File: src/rtl/xor_diff_pipe_if.sv
// Valid/ready bundle for xor_diff_pipe: operand beats in, result beats out.
// The pipe takes the slave view, its source/consumer side takes master.
interface xor_diff_pipe_if #(
    parameter int WIDTH = 3,
    parameter int ACC_W = 16
);
    localparam int ONES_W = $clog2(WIDTH + 1);

    logic              in_valid;
    logic              in_ready;
    logic [WIDTH-1:0]  a;
    logic [WIDTH-1:0]  b;
    logic [1:0]        mode;
    logic              in_last;

    logic              out_valid;
    logic              out_ready;
    logic [WIDTH-1:0]  y;
    logic [ONES_W-1:0] ones;
    logic [ACC_W-1:0]  acc;
    logic              acc_sat;
    logic              out_last;

    modport slave (
        input  in_valid,
        input  a,
        input  b,
        input  mode,
        input  in_last,
        input  out_ready,
        output in_ready,
        output out_valid,
        output y,
        output ones,
        output acc,
        output acc_sat,
        output out_last
    );

    modport master (
        output in_valid,
        output a,
        output b,
        output mode,
        output in_last,
        output out_ready,
        input  in_ready,
        input  out_valid,
        input  y,
        input  ones,
        input  acc,
        input  acc_sat,
        input  out_last
    );
endinterface

File: src/rtl/xor_diff_pipe.sv
// Two-stage bitwise combine + popcount pipe with a saturating per-frame
// accumulator; skid-free valid/ready with exactly two beats of buffering.
module xor_diff_pipe #(
    parameter int WIDTH = 3,
    parameter int ACC_W = 16
) (
    input logic            clk,
    input logic            rst_n,
    xor_diff_pipe_if.slave pipe_if
);
    localparam int ONES_W = $clog2(WIDTH + 1);
    localparam int PAD_W  = ACC_W + 1 - ONES_W;

    typedef enum logic [1:0] {
        MODE_XOR  = 2'b00,
        MODE_XNOR = 2'b01,
        MODE_AND  = 2'b10,
        MODE_OR   = 2'b11
    } mode_e;

    logic              s1_valid_q, s1_valid_d;
    logic [WIDTH-1:0]  s1_y_q, s1_y_d;
    logic              s1_last_q, s1_last_d;

    logic              out_valid_q, out_valid_d;
    logic [WIDTH-1:0]  y_q, y_d;
    logic [ONES_W-1:0] ones_q, ones_d;
    logic [ACC_W-1:0]  acc_q, acc_d;
    logic              sat_q, sat_d;
    logic              last_q, last_d;

    logic [ACC_W-1:0]  run_q, run_d;
    logic              run_sat_q, run_sat_d;

    logic              s2_load;
    logic              s1_adv;
    logic              in_rdy;
    logic              accept;
    logic [WIDTH-1:0]  f_y;
    logic [ONES_W-1:0] pop;
    logic [ACC_W:0]    sum;
    logic              ovf;
    logic [ACC_W-1:0]  acc_nx;
    logic              sat_nx;

    assign s2_load = !out_valid_q || pipe_if.out_ready;
    assign s1_adv  = s1_valid_q && s2_load;
    assign in_rdy  = !s1_valid_q || s2_load;
    assign accept  = pipe_if.in_valid && in_rdy;

    always_comb begin
        f_y = '0;
        unique case (mode_e'(pipe_if.mode))
            MODE_XOR:  f_y = pipe_if.a ^ pipe_if.b;
            MODE_XNOR: f_y = ~(pipe_if.a ^ pipe_if.b);
            MODE_AND:  f_y = pipe_if.a & pipe_if.b;
            MODE_OR:   f_y = pipe_if.a | pipe_if.b;
        endcase
    end

    always_comb begin
        pop = '0;
        for (int i = 0; i < WIDTH; i++) begin
            pop = pop + ONES_W'(s1_y_q[i]);
        end
    end

    // One spare bit catches the carry out, then clamp to all-ones.
    assign sum    = {1'b0, run_q} + {{PAD_W{1'b0}}, pop};
    assign ovf    = sum[ACC_W];
    assign acc_nx = ovf ? {ACC_W{1'b1}} : sum[ACC_W-1:0];
    assign sat_nx = run_sat_q || ovf;

    always_comb begin
        s1_valid_d = s1_valid_q;
        s1_y_d     = s1_y_q;
        s1_last_d  = s1_last_q;
        if (accept) begin
            s1_valid_d = 1'b1;
            s1_y_d     = f_y;
            s1_last_d  = pipe_if.in_last;
        end else if (s1_adv) begin
            s1_valid_d = 1'b0;
        end
    end

    always_comb begin
        out_valid_d = s2_load ? s1_valid_q : out_valid_q;
        y_d         = y_q;
        ones_d      = ones_q;
        acc_d       = acc_q;
        sat_d       = sat_q;
        last_d      = last_q;
        run_d       = run_q;
        run_sat_d   = run_sat_q;
        if (s1_adv) begin
            y_d       = s1_y_q;
            ones_d    = pop;
            acc_d     = acc_nx;
            sat_d     = sat_nx;
            last_d    = s1_last_q;
            run_d     = s1_last_q ? '0 : acc_nx;
            run_sat_d = s1_last_q ? 1'b0 : sat_nx;
        end
    end

    always_ff @(posedge clk or negedge rst_n) begin
        if (!rst_n) begin
            s1_valid_q  <= 1'b0;
            s1_y_q      <= '0;
            s1_last_q   <= 1'b0;
            out_valid_q <= 1'b0;
            y_q         <= '0;
            ones_q      <= '0;
            acc_q       <= '0;
            sat_q       <= 1'b0;
            last_q      <= 1'b0;
            run_q       <= '0;
            run_sat_q   <= 1'b0;
        end else begin
            s1_valid_q  <= s1_valid_d;
            s1_y_q      <= s1_y_d;
            s1_last_q   <= s1_last_d;
            out_valid_q <= out_valid_d;
            y_q         <= y_d;
            ones_q      <= ones_d;
            acc_q       <= acc_d;
            sat_q       <= sat_d;
            last_q      <= last_d;
            run_q       <= run_d;
            run_sat_q   <= run_sat_d;
        end
    end

    assign pipe_if.in_ready  = in_rdy;
    assign pipe_if.out_valid = out_valid_q;
    assign pipe_if.y         = y_q;
    assign pipe_if.ones      = ones_q;
    assign pipe_if.acc       = acc_q;
    assign pipe_if.acc_sat   = sat_q;
    assign pipe_if.out_last  = last_q;
endmodule

File: src/flat_wrapper.sv
// flat-port wrapper written by rule: the top's interface ports become plain ports
module xor_diff_pipe_flat 
#(
    parameter int WIDTH = 3,
    parameter int ACC_W = 16
)
  (clk, rst_n, pipe_if_in_valid, pipe_if_a, pipe_if_b, pipe_if_mode, pipe_if_in_last, pipe_if_out_ready, pipe_if_in_ready, pipe_if_out_valid, pipe_if_y, pipe_if_ones, pipe_if_acc, pipe_if_acc_sat, pipe_if_out_last);
  xor_diff_pipe_if #(.WIDTH(WIDTH), .ACC_W(ACC_W)) pipe_if_i ();
  input logic clk;
  input logic rst_n;
  input wire logic [$bits(pipe_if_i.in_valid)-1:0] pipe_if_in_valid;
  input wire logic [$bits(pipe_if_i.a)-1:0] pipe_if_a;
  input wire logic [$bits(pipe_if_i.b)-1:0] pipe_if_b;
  input wire logic [$bits(pipe_if_i.mode)-1:0] pipe_if_mode;
  input wire logic [$bits(pipe_if_i.in_last)-1:0] pipe_if_in_last;
  input wire logic [$bits(pipe_if_i.out_ready)-1:0] pipe_if_out_ready;
  output wire logic [$bits(pipe_if_i.in_ready)-1:0] pipe_if_in_ready;
  output wire logic [$bits(pipe_if_i.out_valid)-1:0] pipe_if_out_valid;
  output wire logic [$bits(pipe_if_i.y)-1:0] pipe_if_y;
  output wire logic [$bits(pipe_if_i.ones)-1:0] pipe_if_ones;
  output wire logic [$bits(pipe_if_i.acc)-1:0] pipe_if_acc;
  output wire logic [$bits(pipe_if_i.acc_sat)-1:0] pipe_if_acc_sat;
  output wire logic [$bits(pipe_if_i.out_last)-1:0] pipe_if_out_last;
  assign pipe_if_i.in_valid = pipe_if_in_valid;
  assign pipe_if_i.a = pipe_if_a;
  assign pipe_if_i.b = pipe_if_b;
  assign pipe_if_i.mode = pipe_if_mode;
  assign pipe_if_i.in_last = pipe_if_in_last;
  assign pipe_if_i.out_ready = pipe_if_out_ready;
  assign pipe_if_in_ready = pipe_if_i.in_ready;
  assign pipe_if_out_valid = pipe_if_i.out_valid;
  assign pipe_if_y = pipe_if_i.y;
  assign pipe_if_ones = pipe_if_i.ones;
  assign pipe_if_acc = pipe_if_i.acc;
  assign pipe_if_acc_sat = pipe_if_i.acc_sat;
  assign pipe_if_out_last = pipe_if_i.out_last;
  xor_diff_pipe #(.WIDTH(WIDTH), .ACC_W(ACC_W)) u_core (.clk(clk), .rst_n(rst_n), .pipe_if(pipe_if_i));
endmodule
File: config.mk
export PLATFORM = sky130hd
export DESIGN_NAME = xor_diff_pipe_flat
export DESIGN_NICKNAME = d
export VERILOG_FILES = /design/src/rtl/xor_diff_pipe_if.sv /design/src/rtl/xor_diff_pipe.sv /design/src/flat_wrapper.sv
export SDC_FILE = /design/constraint.sdc
export NUM_CORES = 1
export LEC_CHECK = 0
export ABC_AREA = 1
export ABC_CLOCK_PERIOD_IN_PS = 3800
export BUFFER_PORTS_ARGS = -buffer_cell sky130_fd_sc_hd__buf_2
export CAP_MARGIN = 20
export CORE_UTILIZATION = 39
export DETAILED_ROUTE_END_ITERATION = 7
export SLEW_MARGIN = 30
export SYNTH_ARGS = -nofsm -noshare
export SYNTH_HDL_FRONTEND = slang
export SYNTH_SLANG_ARGS = --single-unit
File: constraint.sdc
create_clock -name clk -period 3.8 [get_ports clk]
set_clock_uncertainty 0.05 [all_clocks]
set_input_delay 0.19 -clock clk [delete_from_list [all_inputs] [get_ports clk]]
set_output_delay 0.19 -clock clk [all_outputs]
set_load 0.02 [all_outputs]
==> reports/metrics.cfg, run 1 <==
[die]
start_util=0.411
die_area_mm2=0.00667
die_w_um=81.7
num_rows=28
die_y_um=81.7
core_mm2=0.00603
io_pins=38

[pwr]
cellPowerDensity_mw_per_mm2=439
p_int_mw=0.815
clkPwrFrac=0.251
p_sw_frac=0.342
p_leak_nw=1.61
pwr-share-seq=0.489
p_sw_mw=0.423
ir_drop_uv=245
power_frac_comb=0.260

[drt]
ant_nets=0
vias=1974
drc_errors=0
drt_iter0_markers=96
drtPass1Iterations=4
post_drt_wl_per_cell_um=11.5
vias_per_cell=4.71
routed_wirelength_mm=4.84

[clock_tree]
clk_pin_slew_ns=0.08
tritoncts=done
cts_root_buf=clkbuf_8
numCtsBuffers=5
worstSkewPairLatency_ns=0.30
cts.path.max_buffers=2
cts_sinks=46
cts_max_level=2

[setup_path]
critPathSlowestCell=fa_1
worst_setup_path_end_kind=flop
required_ns=3.98
max_stage_delay_ns=0.56
reg2reg_setup_slack_ns=1.27
path_buf_inv=0
cpLargestDelayFamily=adder cells
worstSetupStartpointType=flop
r2r-end=u_core.run_q[3]$_DFFE_PN0P_
worstPathCellList=fa_1 > ha_1 > fa_1 > nand3_4 > nor2_8 > nand4_4 > nand2_1 > nand2_1 > o21ai_1
path_class=reg -> reg
worstRegToRegCells=9
critPathArrivalTime_ns=2.70
rr_startpoint=u_core.s1_y_q[0]$_DFFE_PN0P_
crit_fanout=17

[placement]
portBuffers=37
gp_congestion=0.781
dp.final_hpwl_mm=3.29

[logic_synthesis]
synthesis.nets=330
synth_top_area_frac=0.465
avgSynthCellArea_um2=8.07
synth_warnings=0
ys_seq_area_frac=0.465
ys_types=34
ys_top_cells_by_area=dfrtp_1 (46%), nand2_1 (18%), inv_1 (4.2%)
synth_top_area_cell=dfrtp_1
synth_area_mm2=0.00248
synth-seq-cells=46
synthCells=307

[hold_path]
holdCritStartpoint=pipe_if_in_valid
hold_end=u_core.s1_valid_q$_DFFE_PN0P_
whs_path_depth=3
hold_path_class=in -> reg

[final_layout]
nFillCells=613
nets=366
final_common_cell=nand2_1
seq_area_mm2=0.00115
synthToLayoutAreaGrowth_pct=13.8
layout_common_cells=nand2_1 (121), dfrtp_1 (46), buf_2 (36)
drive_gt1_frac=0.177
fin_util=0.468
multi_input_area_mm2=0.00116
antenna_cells=0

[job]
maxCapViolations=0

[sta]
fmaxAchievable_ghz=0.396
relSlewSlack=0.547
fin_tns_setup_ns=0
fin_hold_ws_ns=0.0514
rsz0062_at_grt=no
hold_viol=0
period_minus_slack_ns=2.53
setup_viol=0
tightest_slew_ns=0.678
finalCritPeriodShare=0.665
maxSlewViolCount=0

[grt]
grt_usage=0.165
grt_max_degree=47
grt_antenna_before_repair=0
grt_pass1_wl_mm=8.44
grt_pass1_vias=1841
grt.overflow.total=0

[outcome]
status=finished clean

==> state kept, by name, summed over array words and instances, names as in the netlist <==
| register | cells |
|---|---|
| u_core.pipe_if.out_valid | 1 |
| u_core.s1_y_q | 3 |
| u_core.pipe_if.acc | 16 |
| u_core.s1_valid_q | 1 |
| u_core.pipe_if.out_last | 1 |
| u_core.run_q | 16 |
| u_core.pipe_if.y | 3 |
| u_core.pipe_if.ones | 2 |
| u_core.pipe_if.acc_sat | 1 |
| u_core.run_sat_q | 1 |
| u_core.s1_last_q | 1 |
==> per-stage QoR <==
stage	cell area [um^2]	instances	worst slack [ns]	total power, mW
floorplan	2480	307	1.45	0.838
global placement	2720	410	1.35	0.936
detailed placement	2720	410	1.24	0.942
CTS	2820	419	1.24	1.26
global route	2820	419	1.05	1.32
finish	2820	419	1.27	1.24
==> cells in the mapped netlist (all sizes together) <==
master,instances
o2111ai,2
o22ai,1
nor2,17
fa,2
nand4,3
ha,8
a31oi,1
xor2,3
o31ai,1
o21bai,1
dfrtp,46
a2bb2oi,1
xnor2,3
inv,31
nor3,1
nand3b,1
or2,3
clkbuf,7
o211ai,2
nand2,123
buf,3
o21ai,17
a21oi,2
nand3,28
==> power by group through the flow <==
stage | Clock [mW] | Sequential [mW] | Combinational (mW)
floorplan | 0 | 0.660 | 0.178
global placement | 0 | 0.614 | 0.322
detailed placement | 0 | 0.614 | 0.328
CTS | 0.321 | 0.606 | 0.328
global route | 0.338 | 0.617 | 0.366
finish | 0.311 | 0.605 | 0.322
==> worst max-delay path by stage <==
stage / start / to / slack [ns] / cells past startpoint
floorplan: u_core.s1_y_q[0]$_DFFE_PN0P_ / u_core.run_q[8]$_DFFE_PN0P_ / 1.45 / 10
global placement: u_core.s1_y_q[0]$_DFFE_PN0P_ / u_core.run_q[15]$_DFFE_PN0P_ / 1.35 / 9
detailed placement: u_core.s1_y_q[0]$_DFFE_PN0P_ / u_core.run_q[3]$_DFFE_PN0P_ / 1.24 / 9
CTS: u_core.s1_y_q[0]$_DFFE_PN0P_ / u_core.run_q[3]$_DFFE_PN0P_ / 1.24 / 9
global route: u_core.s1_y_q[0]$_DFFE_PN0P_ / u_core.run_q[4]$_DFFE_PN0P_ / 1.05 / 9
finish: u_core.s1_y_q[0]$_DFFE_PN0P_ / u_core.run_q[3]$_DFFE_PN0P_ / 1.27 / 9
==> cell families after synthesis <==
family / Yosys count / share of synthesized area
xor gates and xnor gates: 6 / 0.0212
adders and majority gates: 10 / 0.0566
AOI/OAI and AO/OA: 28 / 0.0677
and+or+nand+nor: 176 / 0.324
DFF: 46 / 0.465
buffers and inverters: 41 / 0.0662
==> worst reg2reg max path: stages (launching register included) <==
cell and delay (ns):
dfrtp_1 0.41, fa_1 0.56, ha_1 0.21, fa_1 0.28
nand3_4 0.13, nor2_8 0.15, nand4_4 0.29, nand2_1 0.17
nand2_1 0.08, o21ai_1 0.13
==> metal layers <==
| layer | global-route usage | vias up | routed length (um) |
|---|---|---|---|
| met5 | 0 | - | 0 |
| met4 | 0.0632 | 0 | 52 |
| met3 | 0.0278 | 5 | 148 |
| met2 | 0.249 | 39 | 2050 |
| met1 | 0.235 | 884 | 2590 |
| li1 | - | 1046 | - |
==> timing repair <==
item                                    4_1_cts  5_1_grt
endpoints found under the hold margin        46        0
resized for setup                             0        0
hold buffers                                  1        0
setup buffers                                 0        0
endpoints found under the setup margin        0        0
==> cell type report <==
class,instances,share of cell area
multi-input cells,220,0.412
repair buffers,39,0.0728
flip-flops and latches,46,0.408
well taps,75,0.0333
clock buffers,7,0.0306
clock inverters,1,0.00177
inverters,31,0.0413
No activity file was read; power rests on OpenSTA's default activity.
==> run 2, diff against run 1 <==
--- a/config.mk
+++ b/config.mk
@@ -6,7 +6,7 @@
 export NUM_CORES = 1
 export LEC_CHECK = 0
 export ABC_AREA = 1
-export ABC_CLOCK_PERIOD_IN_PS = 3800
+export ABC_CLOCK_PERIOD_IN_PS = 2500
 export BUFFER_PORTS_ARGS = -buffer_cell sky130_fd_sc_hd__buf_2
 export CAP_MARGIN = 20
 export CORE_UTILIZATION = 39
==> constraint.sdc (replaced) <==
create_clock -name clk -period 2.5 [get_ports clk]
set_clock_uncertainty 0.05 [all_clocks]
set_input_delay 0.125 -clock clk [delete_from_list [all_inputs] [get_ports clk]]
set_output_delay 0.125 -clock clk [all_outputs]
set_load 0.02 [all_outputs]
==> run 2 against run 1 <==
Effect of this change: critical path depth grew 1; total power grew 61%; first-iteration DRC count grew 15%; non-clock buffer count grew 6; routed wire length grew 2.8%; sequential power grew 52%; count of clock-buffer cells in the layout shrank 2; via count grew 2.0%; largest power group unchanged.
==> reports/metrics.cfg, run 2 (synthesized netlist as in run 1, its figures left out) <==
[placement]
placed_area_mm2=0.00275  ; +1.3%
gp_congestion=0.751  ; -3.8%
dp.final_hpwl_mm=3.35  ; +2.1%
portBuffers=37  ; unchanged
place_inst=413  ; +0.73%

[setup_path]
worstPathCellList=fa_2 > ha_4 > fa_2 > nand3_4 > nor2_8 > nand4_4 > buf_6 > nand2_1 > nand2_1 > o21ai_1
worstRegToRegCells=10  ; +1
reg2reg_setup_slack_ns=0.16  ; -1.11 ns
path_class=reg -> reg
rr_startpoint=u_core.s1_y_q[2]$_DFFE_PN0P_
worstSetupStartpointType=flop
critPathSlowestCell=fa_2
path_buf_inv=1  ; +1
cpLargestDelayFamily=adder cells
crit_fanout=8  ; -9
worst_setup_path_end_kind=flop
required_ns=2.68  ; -1.30 ns
critPathArrivalTime_ns=2.52  ; -0.18 ns
r2r-end=u_core.run_q[3]$_DFFE_PN0P_
max_stage_delay_ns=0.61  ; +0.05 ns

[hold_path]
hold_end=u_core.pipe_if.out_valid$_DFFE_PN0P_
hold_path_class=in -> reg
whs_path_depth=4  ; +1
holdCritStartpoint=pipe_if_out_ready

[pwr]
cellPowerDensity_mw_per_mm2=682  ; +55%
ir_drop_uv=319  ; +30%
power.total_mw=1.99  ; +61%
p_leak_nw=1.65  ; +2.6%

[grt]
grt.overflow.total=0  ; unchanged
grt_antenna_before_repair=0  ; unchanged
grt_usage=0.174  ; +0.00890
grt_max_degree=47  ; unchanged
grt_pass1_vias=1966  ; +6.8%
grt_pass1_wl_mm=8.85  ; +4.9%

[final_layout]
finalNonFillerCells=425  ; +1.4%
final_common_cell=nand2_1
nFillCells=611  ; -0.33%
synthToLayoutAreaGrowth_pct=18.1
drive_gt1_frac=0.200  ; +0.0227
layout_common_cells=nand2_1 (121), dfrtp_1 (46), buf_2 (36)
fin_util=0.485  ; +0.0174
fin_area_mm2=0.00293  ; +3.7%
nets=372  ; +1.6%
antenna_cells=0  ; unchanged

[clock_tree]
cts_sinks=46  ; unchanged
tritoncts=done
clk_pin_slew_ns=0.09  ; about the same
cts_root_buf=clkbuf_8
cts.path.max_buffers=2  ; unchanged
worstSkewPairLatency_ns=0.31  ; about the same
cts_max_level=2  ; unchanged
numCtsBuffers=5  ; unchanged

[drt]
drt_iter0_markers=110  ; +15%
drc_errors=0  ; unchanged
drtPass1Iterations=5  ; +1
ant_nets=0  ; unchanged
routed_wirelength_mm=4.97  ; +2.8%
vias=2014  ; +2.0%
post_drt_wl_per_cell_um=11.7  ; +1.4%
vias_per_cell=4.74  ; +0.59%

[die]
die_area_mm2=0.00667  ; unchanged
num_rows=28  ; unchanged
core_mm2=0.00603  ; unchanged
start_util=0.411  ; unchanged
die_w_um=81.7  ; unchanged
io_pins=38  ; unchanged
die_y_um=81.7  ; unchanged

[sta]
relSlewSlack=0.552  ; +0.00513
maxSlewViolCount=0  ; unchanged
hold_viol=0  ; unchanged
setup_viol=0  ; unchanged
tightest_slew_ns=0.671  ; -0.00769 ns
fin_hold_ws_ns=0.0258  ; -0.0256 ns
fmaxAchievable_ghz=0.427  ; +7.9%
period_minus_slack_ns=2.34  ; -0.186 ns
finalCritPeriodShare=0.937  ; +0.271

[outcome]
status=finished clean

[job]
maxCapViolations=0  ; unchanged

run 2: changes by cell type in the layout (fill, tap and decap cells not counted), moves of 2 or more:
| cell | previous run | this run |
|---|---|---|
| buf_4 | 2 | 4 |
| fa_1 | 2 | 0 |
| fa_2 | 0 | 2 |
| dlygate4sd3_1 | 1 | 3 |
run 2: through the flow:
| step | TNS, ns | setup slack [ns] |
|---|---|---|
| 6_report | 0 | 0.159 |
| 4_1_cts | 0 | 0.0614 |
| 2_1_floorplan | 0 | 0.154 |
| 3_3_place_gp | 0 | 0.122 |
| 5_1_grt | -0.000263 | -0.000263 |
| 3_5_place_dp | 0 | 0.0762 |
run 2: layout make-up:
class | instances | area, um^2 | share of cell area
Inverter | 31 | 116 | 0.0398
Clock buffer | 5 | 68.8 | 0.0235
Timing Repair Buffer | 45 | 272 | 0.0928
Clock inverter | 3 | 40.0 | 0.0137
Multi-Input combinational cell | 220 | 1180 | 0.405
Tap cell | 75 | 93.8 | 0.0321
Sequential cell | 46 | 1150 | 0.393
run 2: worst max path at each step:
stage | startpoint | to | cells after the start
2_1_floorplan | u_core.s1_y_q[0]$_DFFE_PN0P_ | u_core.run_q[8]$_DFFE_PN0P_ | 10
3_3_place_gp | u_core.s1_y_q[0]$_DFFE_PN0P_ | u_core.run_q[8]$_DFFE_PN0P_ | 10
3_5_place_dp | u_core.s1_y_q[0]$_DFFE_PN0P_ | u_core.run_q[3]$_DFFE_PN0P_ | 10
4_1_cts | u_core.s1_y_q[0]$_DFFE_PN0P_ | u_core.run_q[3]$_DFFE_PN0P_ | 10
5_1_grt | u_core.s1_y_q[2]$_DFFE_PN0P_ | u_core.run_q[12]$_DFFE_PN0P_ | 10
6_report | u_core.s1_y_q[2]$_DFFE_PN0P_ | u_core.run_q[3]$_DFFE_PN0P_ | 10
run 2: what timing repair did:
action / 4_1_cts / 5_1_grt
hold buffers: 3 / 0
setup buffers: 0 / 1
endpoints found under the setup margin: 0 / 22
resized for setup: 0 / 6
hold endpoints to repair: 48 / 0
run 2: routing by layer:
| layer | vias up | global-route usage | routed length (um) |
|---|---|---|---|
| li1 | 1048 | - | - |
| met1 | 918 | 0.238 | 2580 |
| met2 | 42 | 0.274 | 2130 |
| met3 | 6 | 0.0367 | 194 |
| met4 | 0 | 0.0526 | 74 |
| met5 | - | 0 | 0 |
run 2: power by group:
group / total [mW] / leakage [nW] / internal [mW] / switching, mW
clock: 0.553 / 0.0579 / 0.295 / 0.258
sequential: 0.922 / 0.612 / 0.842 / 0.0795
combinational: 0.520 / 0.982 / 0.191 / 0.329
total: 1.99 / 1.65 / 1.33 / 0.667
run 2: worst reg2reg max path, stage by stage (launching register included):
cell and delay, ns:
dfrtp_1 0.41, fa_2 0.61, ha_4 0.16, fa_2 0.24
nand3_4 0.11, nor2_8 0.17, nand4_4 0.11, buf_6 0.17
nand2_1 0.06, nand2_1 0.06, o21ai_1 0.13
